<file path="src/rtl/ps2_ascii_decoder.sv">
`default_nettype none
// ============================================================================
// Module  : ps2_ascii_decoder
// Brief   : PS/2 Set-2 scan codes to ASCII with modifiers, repeat filter, FIFO
// Revision: 1.0 - initial release
// ============================================================================
module ps2_ascii_decoder #(
    parameter int FIFO_DEPTH      = 8,
    parameter int CNT_W           = 8,
    parameter int SUPPRESS_REPEAT = 1
) (
    input  logic             clk,
    input  logic             rst_n,
    input  logic             code_valid,
    input  logic [7:0]       code,
    input  logic             out_ready,
    output logic             ascii_valid,
    output logic [7:0]       ascii,
    output logic             shift_active,
    output logic             ctrl_active,
    output logic             caps_lock,
    output logic             overflow,
    output logic [CNT_W-1:0] key_count
);

    localparam int ADDR_W = $clog2(FIFO_DEPTH);
    localparam logic [ADDR_W:0] PTR_ONE = {{ADDR_W{1'b0}}, 1'b1};
    localparam logic [CNT_W-1:0] CNT_ONE = {{(CNT_W-1){1'b0}}, 1'b1};
    localparam logic SUPPRESS = (SUPPRESS_REPEAT != 0);

    typedef enum logic [1:0] {
        S_IDLE    = 2'd0,
        S_BRK     = 2'd1,
        S_EXT     = 2'd2,
        S_EXT_BRK = 2'd3
    } state_t;

    // Two-flop reset synchronizer: assert immediately, release on a clock edge.
    logic [1:0] rst_pipe;
    logic       rst_s;

    always_ff @(posedge clk or negedge rst_n) begin
        if (!rst_n) rst_pipe <= 2'b00;
        else        rst_pipe <= {rst_pipe[0], 1'b1};
    end
    assign rst_s = rst_pipe[1];

    function automatic logic [7:0] translate(input logic [7:0] sc, input logic shift,
                                             input logic ctrl, input logic caps);
        logic [7:0] letter;
        logic [7:0] lo;
        logic [7:0] hi;
        logic [7:0] fixed;
        logic [7:0] res;
        letter = 8'h00;
        lo     = 8'h00;
        hi     = 8'h00;
        fixed  = 8'h00;
        case (sc)
            8'h1C: letter = "a";  8'h32: letter = "b";  8'h21: letter = "c";
            8'h23: letter = "d";  8'h24: letter = "e";  8'h2B: letter = "f";
            8'h34: letter = "g";  8'h33: letter = "h";  8'h43: letter = "i";
            8'h3B: letter = "j";  8'h42: letter = "k";  8'h4B: letter = "l";
            8'h3A: letter = "m";  8'h31: letter = "n";  8'h44: letter = "o";
            8'h4D: letter = "p";  8'h15: letter = "q";  8'h2D: letter = "r";
            8'h1B: letter = "s";  8'h2C: letter = "t";  8'h3C: letter = "u";
            8'h2A: letter = "v";  8'h1D: letter = "w";  8'h22: letter = "x";
            8'h35: letter = "y";  8'h1A: letter = "z";
            8'h16: begin lo = "1";  hi = "!"; end
            8'h1E: begin lo = "2";  hi = "@"; end
            8'h26: begin lo = "3";  hi = "#"; end
            8'h25: begin lo = "4";  hi = "$"; end
            8'h2E: begin lo = "5";  hi = "%"; end
            8'h36: begin lo = "6";  hi = "^"; end
            8'h3D: begin lo = "7";  hi = "&"; end
            8'h3E: begin lo = "8";  hi = "*"; end
            8'h46: begin lo = "9";  hi = "("; end
            8'h45: begin lo = "0";  hi = ")"; end
            8'h4E: begin lo = "-";  hi = "_"; end
            8'h55: begin lo = "=";  hi = "+"; end
            8'h54: begin lo = "[";  hi = "{"; end
            8'h5B: begin lo = "]";  hi = "}"; end
            8'h5D: begin lo = 8'h5C; hi = "|"; end
            8'h4C: begin lo = ";";  hi = ":"; end
            8'h52: begin lo = 8'h27; hi = 8'h22; end
            8'h41: begin lo = ",";  hi = "<"; end
            8'h49: begin lo = ".";  hi = ">"; end
            8'h4A: begin lo = "/";  hi = "?"; end
            8'h0E: begin lo = 8'h60; hi = "~"; end
            8'h70: fixed = "0";  8'h69: fixed = "1";  8'h72: fixed = "2";
            8'h7A: fixed = "3";  8'h6B: fixed = "4";  8'h73: fixed = "5";
            8'h74: fixed = "6";  8'h6C: fixed = "7";  8'h75: fixed = "8";
            8'h7D: fixed = "9";  8'h71: fixed = ".";  8'h79: fixed = "+";
            8'h7B: fixed = "-";  8'h7C: fixed = "*";
            8'h66: fixed = 8'h08; 8'h0D: fixed = 8'h09; 8'h5A: fixed = 8'h0D;
            8'h76: fixed = 8'h1B; 8'h29: fixed = 8'h20;
            default: fixed = 8'h00;
        endcase
        if (letter != 8'h00) begin
            if (ctrl)              res = letter - 8'h60;
            else if (shift ^ caps) res = letter - 8'h20;
            else                   res = letter;
        end else if (lo != 8'h00) begin
            res = (shift && !ctrl) ? hi : lo;
        end else begin
            res = fixed;
        end
        return res;
    endfunction

    state_t     state, state_nxt;
    logic       lshift, rshift, lctrl, rctrl, caps;
    logic       lshift_nxt, rshift_nxt, lctrl_nxt, rctrl_nxt, caps_nxt;
    logic [7:0] held, held_nxt;
    logic       push;
    logic [7:0] push_data;
    logic [7:0] tr;

    assign shift_active = lshift | rshift;
    assign ctrl_active  = lctrl | rctrl;
    assign caps_lock    = caps;
    assign tr           = translate(code, shift_active, ctrl_active, caps);

    always_comb begin
        state_nxt  = state;
        lshift_nxt = lshift;
        rshift_nxt = rshift;
        lctrl_nxt  = lctrl;
        rctrl_nxt  = rctrl;
        caps_nxt   = caps;
        held_nxt   = held;
        push       = 1'b0;
        push_data  = 8'h00;
        if (code_valid) begin
            case (state)
                S_IDLE: begin
                    if (code == 8'hF0)      state_nxt = S_BRK;
                    else if (code == 8'hE0) state_nxt = S_EXT;
                    else begin
                        held_nxt = code;
                        case (code)
                            8'h12: lshift_nxt = 1'b1;
                            8'h59: rshift_nxt = 1'b1;
                            8'h14: lctrl_nxt  = 1'b1;
                            8'h58: if (held != 8'h58) caps_nxt = ~caps;
                            default: begin
                                push_data = tr;
                                push      = (tr != 8'h00) && !(SUPPRESS && code == held);
                            end
                        endcase
                    end
                end
                S_EXT: begin
                    if (code == 8'hF0) state_nxt = S_EXT_BRK;
                    else begin
                        state_nxt = S_IDLE;
                        case (code)
                            8'h14: rctrl_nxt = 1'b1;
                            8'h4A: begin push = 1'b1; push_data = 8'h2F; end
                            8'h5A: begin push = 1'b1; push_data = 8'h0D; end
                            default: ;
                        endcase
                    end
                end
                S_BRK: begin
                    if (code != 8'hF0 && code != 8'hE0) begin
                        state_nxt = S_IDLE;
                        case (code)
                            8'h12: lshift_nxt = 1'b0;
                            8'h59: rshift_nxt = 1'b0;
                            8'h14: lctrl_nxt  = 1'b0;
                            default: ;
                        endcase
                        if (code == held) held_nxt = 8'h00;
                    end
                end
                default: begin
                    if (code != 8'hE0) begin
                        state_nxt = S_IDLE;
                        if (code == 8'h14) rctrl_nxt = 1'b0;
                    end
                end
            endcase
        end
    end

    always_ff @(posedge clk or negedge rst_s) begin
        if (!rst_s) begin
            state  <= S_IDLE;
            lshift <= 1'b0;
            rshift <= 1'b0;
            lctrl  <= 1'b0;
            rctrl  <= 1'b0;
            caps   <= 1'b0;
            held   <= 8'h00;
        end else begin
            state  <= state_nxt;
            lshift <= lshift_nxt;
            rshift <= rshift_nxt;
            lctrl  <= lctrl_nxt;
            rctrl  <= rctrl_nxt;
            caps   <= caps_nxt;
            held   <= held_nxt;
        end
    end

    // Pointers carry one extra wrap bit so full and empty are distinguishable.
    logic [7:0]      mem [FIFO_DEPTH];
    logic [ADDR_W:0] wr_ptr, rd_ptr;
    logic            full, pop, accept;

    assign ascii_valid = (wr_ptr != rd_ptr);
    assign full        = (wr_ptr[ADDR_W] != rd_ptr[ADDR_W]) &&
                         (wr_ptr[ADDR_W-1:0] == rd_ptr[ADDR_W-1:0]);
    assign pop         = ascii_valid && out_ready;
    assign accept      = push && (!full || pop);
    assign ascii       = ascii_valid ? mem[rd_ptr[ADDR_W-1:0]] : 8'h00;

    always_ff @(posedge clk) begin
        if (accept) mem[wr_ptr[ADDR_W-1:0]] <= push_data;
    end

    always_ff @(posedge clk or negedge rst_s) begin
        if (!rst_s) begin
            wr_ptr    <= '0;
            rd_ptr    <= '0;
            overflow  <= 1'b0;
            key_count <= '0;
        end else begin
            overflow <= push && full && !pop;
            if (accept) begin
                wr_ptr    <= wr_ptr + PTR_ONE;
                key_count <= key_count + CNT_ONE;
            end
            if (pop) rd_ptr <= rd_ptr + PTR_ONE;
        end
    end

endmodule
`default_nettype wire

</file>
<file path="config.mk">
export PLATFORM = sky130hd
export DESIGN_NAME = ps2_ascii_decoder
export DESIGN_NICKNAME = d
export VERILOG_FILES = /design/src/rtl/ps2_ascii_decoder.sv
export SDC_FILE = /design/constraint.sdc
export NUM_CORES = 1
export LEC_CHECK = 0
export BUFFER_PORTS_ARGS = -buffer_cell sky130_fd_sc_hd__buf_2
export CORE_MARGIN = 8
export CORE_UTILIZATION = 55
export CTS_CLUSTER_SIZE = 28
export DETAILED_ROUTE_END_ITERATION = 8
export PLACE_DENSITY = 0.73
export SYNTH_ARGS = -nofsm -noshare
export SYNTH_HDL_FRONTEND = slang
export SYNTH_SLANG_ARGS = --single-unit
</file>
<file path="constraint.sdc">
create_clock -name clk -period 7 [get_ports clk]
set_clock_uncertainty 0.2 [all_clocks]
set_input_delay 1.05 -clock clk [delete_from_list [all_inputs] [get_ports clk]]
set_output_delay 1.05 -clock clk [all_outputs]
set_load 0.02 [all_outputs]
</file>
## Yosys cells after proc, flatten, opt, wreduce, memory -nomap -nowiden

Memory sizes are Yosys's and may differ from the RTL's.
Cells that the tools add are included.

- Add/subtract/negate cells: 5
- Eq/ne operators: 93
- Mux-type cells: 58
- Bitwise gates (word level): 7
- Reduce and logical (&&, ||, !) cells: 30

Operator list:

| cell | number |
|---|---|
| 7-bit one-hot mux with 21 select lines | 2 |
| 8-bit by 7-bit equality test with 1-bit output, second input constant | 36 |
| 8-bit by 6-bit equality test with 1-bit output, second input constant | 23 |
| 7-bit one-hot mux with 26 select lines | 1 |
| 6-bit one-hot mux with 19 select lines | 1 |
| 8-bit two-way mux | 14 |
| 8-bit by 5-bit equality test with 1-bit output, second input constant | 9 |
| 8-bit one-hot mux with 2 select lines | 2 |
| 1-bit two-way mux | 25 |
| 8-bit nonzero test | 3 |
| 7-bit AND reduction | 3 |
| 8-bit by 4-bit equality test with 1-bit output, second input constant | 2 |
| 8-bit equality test, second input constant | 2 |
| 8-bit inequality test, second input constant | 2 |
| 2-bit inequality test, second input constant | 7 |
| 6-bit one-hot mux with 2 select lines | 1 |
| 6-bit AND reduction | 2 |
| 2-bit two-way mux | 5 |
| 1-bit one-hot mux with 2 select lines | 5 |
| 4-bit by 1-bit adder with 4-bit output, second input constant | 2 |
| 8-bit by 1-bit adder with 8-bit output, second input constant | 1 |
| 8-bit equality test | 1 |
| 1-bit logical AND | 8 |
| 2-bit by 1-bit inequality test with 1-bit output, second input constant | 4 |
| other kinds (23) | 32 |

- Flip-flop bits (word level): 34
- Bits in writable memories: 64
- Bits of input ports: 12
- Output and inout bits: 21
- Logic and storage cells: 206
- Memories: 1

Memory list:

| memory | depth | bits a word | rd ports | clocked after memory_dff | wr ports | RTL line | source |
|---|---|---|---|---|---|---|---|
| mem | 8 | 8 | 1 | 0 | 1 | 208 | `logic [7:0] mem [FIFO_DEPTH];` |

## Depth between registers and ports, before layout

- Depth in word-level cells: 16
- Gate-level depth with buffers: 15
- Mapped depth without buffers: 10

## Worst setup path before layout

Ideal clock, no wire load.

- Path kind: input-to-reg
- Start point: input code[4]
- End point: memory mem[3][0] (enable)
- Setup time: 333 ps
- Arrival: 3883 ps
- Required time: 6467 ps
- Path slack: 2585 ps
- Stages: 14
- Buffers on the path: 4
- Cell sequence: buf_6 or4b_1 buf_2 a2111oi_4 a311oi_1 nand3_2 nor2_2 ha_1 o2111a_1 and4_4 buf_6 a21oi_2 buf_4 and4b_1

- Longest elaborated chain between the ends: 16
- Elaborated cells between the ends (all ways): 101
- Classes of those cells: 2 x add/sub; 73 x eq/ne; 18 x mux; 8 x reduce/logical

RTL lines:

| what | RTL line | source |
|---|---|---|
| from (decl) | 15 | `input logic [7:0] code,` |
| 8-bit by 5-bit equality test with 1-bit output (tied with other cells) | 59 | `case (sc)` |
| 7-bit one-hot mux with 26 select lines | 59 |  |
| 8-bit by 6-bit subtractor with 8-bit output | 101 | `else if (shift ^ caps) res = letter - 8'h20;` |
| 8-bit two-way mux | 101 |  |
| 8-bit two-way mux | 100 | `if (ctrl) res = letter - 8'h60;` |
| 8-bit two-way mux | 99 | `if (letter != 8'h00) begin` |
| 8-bit nonzero test | 148 | `push = (tr != 8'h00) && !(SUPPRESS && code == held);` |
| 1-bit logical AND | 148 |  |
| 1-bit two-way mux | 141 | `case (code)` |
| 1-bit two-way mux | 138 | `else if (code == 8'hE0) state_nxt = S_EXT;` |
| 1-bit two-way mux | 137 | `if (code == 8'hF0) state_nxt = S_BRK;` |
| 1-bit one-hot mux with 2 select lines (*) | 135 | `case (state)` |
| 1-bit two-way mux (*) | 134 | `if (code_valid) begin` |
| 1-bit logical AND (*) | 216 | `assign accept = push && (!full \|\| pop);` |
| 1-bit two-way mux (*) | 220 | `if (accept) mem[wr_ptr[ADDR_W-1:0]] <= push_data;` |
| 1-bit two-way mux (not written as such) (*) | 220 |  |
| to (decl) | 208 |  |

Mark *: on every way between the ends. The rest lies on a longest branch, timed or not.

## Final worst setup path

- Start point: input code[0]
- End point: memory mem[5][3] (enable)

The elaborated chain is that of the path after synthesis.

==> tab_implementation.tex <==
\begin{tabular}{lr}
\hline
Metric & Value \\
\hline
\multicolumn{2}{l}{\textbf{Yosys}} \\
\quad Synth Area per Inst & 10.5 sq um \\
\quad Synth top area share & 31.9\% \\
\quad Synthesis-stage register bit count & 98 \\
\quad Number of synthesis warnings & 0 \\
\quad Dominant register cell in the synthesized netlist & edfxtp\_1 \\
\quad Library cell occupying the most area in the post-synthesis netlist & edfxtp\_1 \\
\quad Top cells by instance count after synthesis & 64 x edfxtp\_1, 49 x nor2\_1, 42 x nand2\_1 \\
\quad Number of distinct library cell variants in the gate-level netlist after synthesis & 78 \\
\quad Post-synthesis cell area & 0.00603 sq mm \\
\quad Sequential fraction of the synthesis area & 46.0\% \\
\quad Number of instances in the synthesized netlist & 577 \\
\quad Number of enable flip-flop cells after synthesis & 64 \\
\quad Synthesized netlist net count & 594 \\
\quad Most repeated cell in the gate-level netlist after synthesis & edfxtp\_1 \\
\quad Async set-or-reset flop fraction in the synthesized netlist & 34.7\% \\
\quad Dominant cells by area after synthesis & edfxtp\_1 32\%, dfrtp\_1 14\%, mux4\_2 6.0\%, nor2\_1 3.0\%, xor2\_1 3.0\% \\
\multicolumn{2}{l}{\textbf{Placement}} \\
\quad Number of cells in the design after placement & 700 \\
\quad Placed cell area & 0.00613 sq mm \\
\quad Routability congestion estimate & 0.989 \\
\quad Number of buffers inserted by port buffering & 32 \\
\quad Dpl hpwl & 11200 microns \\
\multicolumn{2}{l}{\textbf{Cells and area}} \\
\quad Number of nets in the layout & 588 \\
\quad Final Instance Area & 0.00632 sq mm \\
\quad Seq. cell area & 0.00277 sq mm \\
\quad Share of layout cells above drive strength 1 & 15.6\% \\
\quad Filler Cell Count & 889 \\
\quad Final core utilization & 58.6\% \\
\quad Number of antenna diodes & 0 \\
\quad Filler-free cell count of the finished design & 716 \\
\quad Area used by multi-input combinational logic & 0.00295 sq mm \\
\quad Area growth from synthesis to layout & 4.88\% \\
\multicolumn{2}{l}{\textbf{Timing}} \\
\quad Actual transition at the worst max-transition pin & 1.17 ns \\
\quad Post-route clock period utilization & 71.9\% \\
\quad Final count of hold timing violations & 0 \\
\quad Period minus WS final & 5.03 ns \\
\quad RSZ-0062 raised after global routing & no \\
\quad Setup Total Neg Slack & 0 ns \\
\quad Highest clock rate & 199 MHz \\
\quad Slew headroom & 21.2\% \\
\quad Pins over their slew limit & 0 \\
\quad Count of endpoints failing setup in the final report & 0 \\
\multicolumn{2}{l}{\textbf{Floorplan}} \\
\quad Initial standard-cell utilization of the core & 55.9\% \\
\quad Number of I/O pins & 33 \\
\quad Count of standard-cell rows & 38 \\
\quad Y dimension of the die & 121 microns \\
\quad Die outline area & 0.0146 sq mm \\
\quad Horiz. Die Dim & 121 microns \\
\quad Area of the core region & 0.0108 sq mm \\
\multicolumn{2}{l}{\textbf{Critical path}} \\
\quad Arr. time, crit path & 4.85 ns \\
\quad Critical path class & in -> reg \\
\quad Worst Path Required & 6.82 ns \\
\quad Type of destination of the critical path & flip-flop \\
\quad Highest fanout seen on the critical path & 46 \\
\quad Launching element type of the critical path & input pin \\
\multicolumn{2}{l}{\textbf{Pwr}} \\
\quad Power density relative to cell area & 284 mW/mm\^{}2 \\
\quad Final Power & 1.80 mW \\
\quad Maximum ir drop on the vdd rail & 228 uV \\
\quad Static power due to leakage & 2.29 nW \\
\multicolumn{2}{l}{\textbf{Clocking}} \\
\quad Number of clock buffers inserted by TritonCTS & 9 \\
\quad Depth of the CTS H-tree & 3 \\
\quad Clock input transition at the sequential cells of the worst setup and hold paths & 0.10 ns \\
\quad Setup bufs post-CTS & 0 \\
\quad CTS Sinks & 98 \\
\quad Cell at the root of the clock tree & clkbuf\_8 \\
\quad Quantity of gates resized following cts & 0 \\
\quad Clock tree from TritonCTS & yes \\
\quad Number of buffers inserted by hold repair at cts & 0 \\
\quad Number of buffers on the longest clock path & 2 \\
\quad Clock network latency to the later pin of the worst-skew pair & 0.36 ns \\
\multicolumn{2}{l}{\textbf{Route}} \\
\quad Pre-Repair DR Iteration Count & 5 \\
\quad Vias per Instance & 6.61 \\
\quad Uppermost routed layer & met4 \\
\quad Count of vias placed by the detailed router & 4730 \\
\quad DRT Wirelength & 15500 microns \\
\quad Met3 wirelength from detailed routing & 1090 microns \\
\quad Remaining design rule violation count & 0 \\
\quad Total length of routed met2 wires & 7580 microns \\
\quad Met1 routed wirelength after detailed routing & 6270 microns \\
\quad Antenna viol nets, final & 0 \\
\quad WL per Instance & 21.7 microns \\
\quad Violation count after the first detailed-route iteration & 591 \\
\multicolumn{2}{l}{\textbf{GRT}} \\
\quad GRT Resource Usage Total & 22.0\% \\
\quad First-pass GRT wire length & 25400 microns \\
\quad Via count of the first global-routing pass & 4604 \\
\quad Maximum number of pins on one net before global-route repair & 47 \\
\quad Antenna violations before repair & 0 \\
\quad Remaining global-route overflow & 0 \\
\multicolumn{2}{l}{\textbf{Outcome}} \\
\quad Status & finished, final reports clean \\
\multicolumn{2}{l}{\textbf{Job}} \\
\quad Max Cap Violations & 0 \\
\multicolumn{2}{l}{\textbf{Hold path}} \\
\quad Worst min-delay path category & reg -> async \\
\hline
\end{tabular}
## worst paths after layout
check / cells after the start / from / end / slack [ns]
max in group asynchronous: 1 / rst_pipe[1]$_DFF_PN0_ / key_count[2]$_DFFE_PN0P_ / 6.23
setup reg to reg: 8 / lshift$_DFFE_PN0P_ / mem[5][3]$_DFFE_PP_ / 3.33
hold reg to reg: 1 / rst_pipe[1]$_DFF_PN0_ / key_count[0]$_DFFE_PN0P_ / 0.07
min in group clk: 0 / rst_pipe[0]$_DFF_PN0_ / rst_pipe[1]$_DFF_PN0_ / 0.16
hold / removal: 1 / rst_pipe[1]$_DFF_PN0_ / key_count[0]$_DFFE_PN0P_ / 0.07
setup / recovery: 11 / code[0] / mem[5][3]$_DFFE_PP_ / 1.97
## routing by layer
metal	track usage, %	vias up
met5	0	-
li1	-	2165
met2	36.3	237
met1	27.7	2276
met3	3.78	52
met4	10.1	0
## worst max-delay path, cell delays in order
cell      delay, ns
buf_2          0.59
or4b_1         0.36
nor2_1         0.06
o31ai_1        0.44
nand3_1        0.22
nor2_2         0.30
ha_1           0.29
o2111a_1       0.27
and4_4         0.20
a21oi_2        0.49
and4b_1        0.55
## stage by stage
stage / setup WS (ns) / hold WS (ns)
2_1_floorplan: 2.58 / 0.131
3_3_place_gp: 1.85 / 0.0652
3_5_place_dp: 1.67 / 0.0929
4_1_cts: 2.06 / 0.0842
5_1_grt: 1.69 / 0.122
6_report: 1.97 / 0.0696
## cell families (layout without fill, tap and decap cells)
| kind of cell | after synthesis | in the layout | share of synthesized area (%) |
|---|---|---|---|
| AO/OA/AOI/OAI | 131 | 131 | 15.0 |
| XOR/XNOR | 32 | 32 | 4.65 |
| AND/OR/NAND/NOR | 214 | 214 | 19.6 |
| other | 1 | 1 | 0.0622 |
| multiplexers | 31 | 31 | 8.63 |
| adder cells (fa/ha/maj) | 5 | 5 | 1.04 |
| buffers and inverters | 65 | 64 | 5.04 |
| flip-flops | 98 | 98 | 46.0 |
## cell type report
cell class	instances	share of cell area [%]
Timing Repair Buffer	34	2.77
Sequential cell	98	43.8
Clock buffer	10	2.18
Clock inverter	6	0.910
Multi-Input combinational cell	414	46.7
Tap cell	140	2.77
Inverter	14	0.831
## power by group
group          internal, mW  switching (mW)  total (mW)
clock network         0.148           0.203       0.351
registers             0.697           0.131       0.828
logic                 0.276           0.343       0.619
## sequential cells by signal (all words and copies together) (netlist names)
register   flops
lctrl          1
rd_ptr         4
held           8
rst_pipe       2
state          2
lshift         1
mem           64
overflow       1
key_count      8
wr_ptr         4
caps_lock      1
rshift         1
rctrl          1
## layout by cell type, fill, tap and decap left out, drive strengths merged, types with 11 or more instances in the layout
cell / instances
o22ai: 12
edfxtp: 64
mux4: 16
buf: 34
xnor2: 11
dfrtp: 34
nand3: 23
xor2: 21
nor2: 50
inv: 18
nor3: 16
o21ai: 33
nand2b: 16
a21oi: 31
nand2: 42
Note: power is estimated with default switching activity, not from simulation.
